### config.mk
export PLATFORM = sky130hd
export DESIGN_NAME = pkt_router
export DESIGN_NICKNAME = d
export VERILOG_FILES = /design/src/rtl/pkt_router_pkg.sv /design/src/rtl/pkt_router_fifo.sv /design/src/rtl/pkt_router.sv
export SDC_FILE = /design/constraint.sdc
export NUM_CORES = 1
export LEC_CHECK = 0
export CAP_MARGIN = 20
export CORE_UTILIZATION = 37
export CTS_CLUSTER_SIZE = 30
export DETAILED_ROUTE_END_ITERATION = 8
export PLACE_DENSITY_LB_ADDON = 0.3
export SETUP_SLACK_MARGIN = 0.2
export SLEW_MARGIN = 20
export SYNTH_ARGS = -nofsm -noshare
export SYNTH_HDL_FRONTEND = slang
export SYNTH_SLANG_ARGS = --single-unit
### constraint.sdc
create_clock -name clk -period 6 [get_ports clk]
set_input_delay 1.2 -clock clk [delete_from_list [all_inputs] [get_ports clk]]
set_output_delay 1.2 -clock clk [all_outputs]
set_load 0.05 [all_outputs]
### src/rtl/pkt_router_pkg.sv
// Shared packet-format constants and types for the 4-port packet router.
// Packet layout: [VALID_BIT] valid, [DST_MSB:DST_LSB] destination port, rest payload.
package pkt_router_pkg;

  localparam int PORTS     = 4;
  localparam int PKTW      = 10;
  localparam int VALID_BIT = PKTW;
  localparam int DST_MSB   = PKTW - 1;
  localparam int DST_LSB   = PKTW - 2;
  localparam int PAYW      = PKTW - 2;

  typedef logic [PKTW:0] pkt_t;
  typedef logic [1:0]    port_t;

  function automatic port_t dst_of(input pkt_t pkt);
    return pkt[DST_MSB:DST_LSB];
  endfunction

endpackage

### src/rtl/pkt_router_fifo.sv
// Single-clock packet FIFO with an extra pointer bit to tell full from empty.
// The parent guarantees pop only when non-empty and push only when not full or popping.
module pkt_fifo
  import pkt_router_pkg::*;
#(
  parameter int DEPTH = 4
) (
  input  logic clk,
  input  logic rst,
  input  logic push,
  input  logic pop,
  input  pkt_t data,
  output pkt_t head,
  output logic full,
  output logic empty
);

  localparam int AW = $clog2(DEPTH);

  pkt_t          mem [DEPTH];
  logic [AW:0]   wr_ptr;
  logic [AW:0]   rd_ptr;

  assign empty = (wr_ptr == rd_ptr);
  assign full  = (wr_ptr[AW] != rd_ptr[AW]) && (wr_ptr[AW-1:0] == rd_ptr[AW-1:0]);
  assign head  = mem[rd_ptr[AW-1:0]];

  // NOTE: sequential state uses non-blocking assignments so every flop sees pre-edge values.
  always_ff @(posedge clk) begin
    if (rst) begin
      wr_ptr <= '0;
      rd_ptr <= '0;
    end else begin
      if (push) wr_ptr <= wr_ptr + (AW+1)'(1);
      if (pop)  rd_ptr <= rd_ptr + (AW+1)'(1);
    end
  end

  // NOTE: storage is deliberately not reset; the pointers alone decide which slots are valid.
  always_ff @(posedge clk) begin
    if (push) mem[wr_ptr[AW-1:0]] <= data;
  end

endmodule

### src/rtl/pkt_router.sv
// 4x4 packet router: per-input FIFOs, per-output round-robin arbitration,
// registered outputs (two-cycle latency when uncontended) and sticky drop flags.
module pkt_router
  import pkt_router_pkg::*;
#(
  parameter int DEPTH = 4
) (
  input  logic                       clk,
  input  logic                       rst,
  input  logic [PORTS-1:0][PKTW:0]   in_pkt,
  output logic [PORTS-1:0][PKTW:0]   out_pkt,
  output logic [PORTS-1:0]           ovf
);

  pkt_t                     head [PORTS];
  logic [PORTS-1:0]         full;
  logic [PORTS-1:0]         empty;
  logic [PORTS-1:0]         push;
  logic [PORTS-1:0]         pop;
  logic [PORTS-1:0]         drop;
  logic [PORTS-1:0][1:0]    rr;
  logic [PORTS-1:0][1:0]    rr_next;
  logic [PORTS-1:0][PKTW:0] out_next;

  for (genvar k = 0; k < PORTS; k++) begin : g_in
    // A full FIFO still accepts when its head leaves in the same cycle.
    assign push[k] = in_pkt[k][VALID_BIT] && (!full[k] || pop[k]);
    assign drop[k] = in_pkt[k][VALID_BIT] &&   full[k] && !pop[k];

    pkt_fifo #(.DEPTH(DEPTH)) u_fifo (
      .clk   (clk),
      .rst   (rst),
      .push  (push[k]),
      .pop   (pop[k]),
      .data  (in_pkt[k]),
      .head  (head[k]),
      .full  (full[k]),
      .empty (empty[k])
    );
  end

  // Each head names a single destination, so no input can win two outputs at once.
  always_comb begin
    logic  found;
    port_t cand;
    pop      = '0;
    rr_next  = rr;
    out_next = '0;
    found    = 1'b0;
    cand     = '0;
    for (int j = 0; j < PORTS; j++) begin
      found = 1'b0;
      for (int i = 0; i < PORTS; i++) begin
        cand = rr[j] + port_t'(i);
        if (!found && !empty[cand] && dst_of(head[cand]) == port_t'(j)) begin
          found       = 1'b1;
          pop[cand]   = 1'b1;
          out_next[j] = head[cand];
          rr_next[j]  = cand + 2'd1;
        end
      end
    end
  end

  always_ff @(posedge clk) begin
    if (rst) begin
      out_pkt <= '0;
      ovf     <= '0;
      rr      <= '0;
    end else begin
      out_pkt <= out_next;
      ovf     <= ovf | drop;
      rr      <= rr_next;
    end
  end

endmodule
==> qor.txt <==
outcome - finished clean
Clock Power Share - 0.204
via count - 12.0k
max-slew violations - 0
root buf cell - clkbuf_16
Final nets - 1481
RSZ-0062 raised after global routing - false
CP max FO - 23
worst reg-to-reg path cell count - 10
H-tree Lvls - 1
Post-synth EDFFs - 176
GRT overflow - 0
final core occ - 0.432
HPWL after DPL - 32200 µm
CP arrival - 5480 ps
Final WS setup - 780 ps
worst vdd ir - 0.271 mV
vias in the first global route - 11.9k
Post-Syn Instances - 1371
Tmin final - 5220 ps
ranking of synthesized cells by area - edfxtp_1, mux4_2, dfxtp_1, mux2i_1, ha_1
clk slew on worst S/H paths - 70 ps
Worst Path Required - 6260 ps
global-route usage over all layers - 0.202
Cell Area, Synth - 16000 µm²
hold path depth - 2
Primary FF master, synth - edfxtp_1
first-pass detailed-route iteration total - 6
drt wl/cell - 22.3 µm
Port Buffers - 93
mux share of post-synthesis cell area - 0.228
# DRC - 0
Synth Area in Compound Gates - 0.145
die width - 210 µm
core region area - 42300 µm²
layout cells sized above 1 - 0.153
P_leak - 6.44 nW
sequential area share after synthesis - 0.440
P&R area growth vs syn - 14.2%
xor and xnor area share after synthesis - 0.00712
Achievable Freq - 0.192 GHz
Final ANT Viol Nets - 0
buffer depth of the longest clock path - 3
Setup Crit Path Kind - flop to flop
postcts setup bufs - 0
Max Cap Viol - 0
row count - 75
synth unique cells - 75
power density over the cells - 477 nW/µm²
most frequent cell after synthesis - edfxtp_1
P_int - 0.00496 W
#FFs+latches synth - 264
Sink Count - 264
Seq pwr share - 0.269
starting DRC count in detailed routing - 1076
clock buffer count from CTS - 30
Ys Warns - 0
Worst-Margin Slew - 1070 ps
Synth Area in Simple Gates - 0.105
RD Place Congestion - 1.00
die height - 210 µm
Boundary Pins - 94
Slew HR - 0.284
top cells by count, synth - edfxtp_1, mux4_2, clkbuf_1, nand2_1, dfxtp_1
CTS tree - done
Sw Share - 0.430
Post-synth ARST share - 0
worst hold path class - flop to flop
Clock Skew - 19.9 ps
adder-cell area share of the yosys netlist - 0.0313
PostCTS Resize Cnt - 0
Ant. Diodes - 0
Final Hold Viols - 0
sw power - 0.00375 W
largest family of logic cells by synthesized area - multiplexers
Post-CTS Hold Buffers - 0
Comb pwr share - 0.527
largest net degree at the start of global routing - 81
endpoints failing setup - 0
Post-Route WL - 44600 µm
Mapped Avg Cell Area - 11.7 µm²
ratio of final minimum period to clock period - 0.870
DIE AREA - 44100 µm²
Setup crit end kind - flop
clk_lat worst skew - 590 ps
antenna violations before repair - 0
Place WS - 899 ps
area fraction of the dominant cell type after synthesis - 0.330
leading area contributor after synthesis - edfxtp_1
Initial Utilization - 0.378
vias per std cell - 6.01
Startpoint Class - flop
first-pass GRT wire length - 69600 µm
setup tns final - 0 ps
through the flow:
stage	hold slack (ps)	power [W]	area, µm²	instances
2_1_floorplan	486	0.00574	16000	1374
3_3_place_gp	485	0.00683	17300	1940
3_5_place_dp	506	0.00691	17300	1940
4_1_cts	518	0.00871	18300	1996
5_1_grt	547	0.00919	18300	1996
6_report	507	0.00871	18300	1996
worst max-delay path, stage by stage (launching register included):
cell      delay, ps
dfxtp_1         760
inv_1           330
ha_1            360
buf_4           220
clkinv_1        450
mux4_2          660
nand2_1         590
o221ai_1        250
nor3_1          520
a31oi_1         300
and2_1          430
layout by cell type (no fill, tap or decap), types with 7 or more instances in the layout:
master           count
ha_1                40
a211oi_1             9
or2_2                9
mux4_2             117
clkbuf_16           30
a221oi_1            20
edfxtp_1           176
mux2_2              11
and2_1              38
inv_1               39
nand2_1             95
nor2b_1             27
a21oi_1             52
clkdlybuf4s50_1     92
or3_1               13
o22ai_1             47
clkbuf_1             9
mux2i_1             87
a32oi_1             12
o221ai_1            37
nor2_1              64
a22oi_1             10
nor3_1              18
nor4_1               8
nand3_1             16
o21ai_0             66
dfxtp_1             88
xnor2_1              7
buf_4               21
a221o_1              7
nand2b_1            25
power by group through the flow:
stage | logic, W | registers, W | clock network, W
after global routing | 0.00493 | 0.00238 | 0.00188
after CTS | 0.00453 | 0.00235 | 0.00183
final | 0.00460 | 0.00234 | 0.00177
after detailed placement | 0.00452 | 0.00239 | 0
after global placement | 0.00446 | 0.00238 | 0
after floorplan | 0.00319 | 0.00255 | 0
sequential cells by signal (all words and copies together), names as in the netlist, named ones only:
register,flops
g_in.u_fifo.mem,176
ovf,4
out_pkt,44
rr,8
g_in.u_fifo.wr_ptr,12
g_in.u_fifo.rd_ptr,12
path summary, 6_finish.rpt:
check	start	endpoint	slack [ps]
max reg2reg	rr[1]$_SDFFE_PP0P_	g_in[2].u_fifo.mem[0][2]$_DFFE_PP_	780
max	rr[1]$_SDFFE_PP0P_	g_in[2].u_fifo.mem[0][2]$_DFFE_PP_	780
min reg2reg	ovf[0]$_SDFF_PP0_	ovf[0]$_SDFF_PP0_	510
min	ovf[0]$_SDFF_PP0_	ovf[0]$_SDFF_PP0_	510
area by class of cell:
type	instances	area [µm²]
clock inverters	17	168
flip-flops and latches	264	7050
repair buffers	114	1080
clock buffers	39	785
inverters	48	183
multi-input cells	937	8290
fillers	3896	24000
well taps	577	722
cell families (layout without fill, tap and decap cells):
kind of cell             Yosys count  count (layout)
buffers and inverters            173             218
multiplexers                     217             217
AND/OR/NAND/NOR                  335             335
AO/OA/AOI/OAI                    328             328
adder cells (fa/ha/maj)           40              40
XOR/XNOR                          13              13
other                              1               4
flip-flops                       264             264
layer usage:
layer | vias to the layer above | wire length, µm | track usage
met5 | - | 0 | 0
met4 | 0 | 1400 | 0.0712
met3 | 96 | 3180 | 0.0374
met2 | 452 | 21100 | 0.333
met1 | 6028 | 18900 | 0.267
li1 | 5415 | - | -
(Power assumes the default switching activity.)
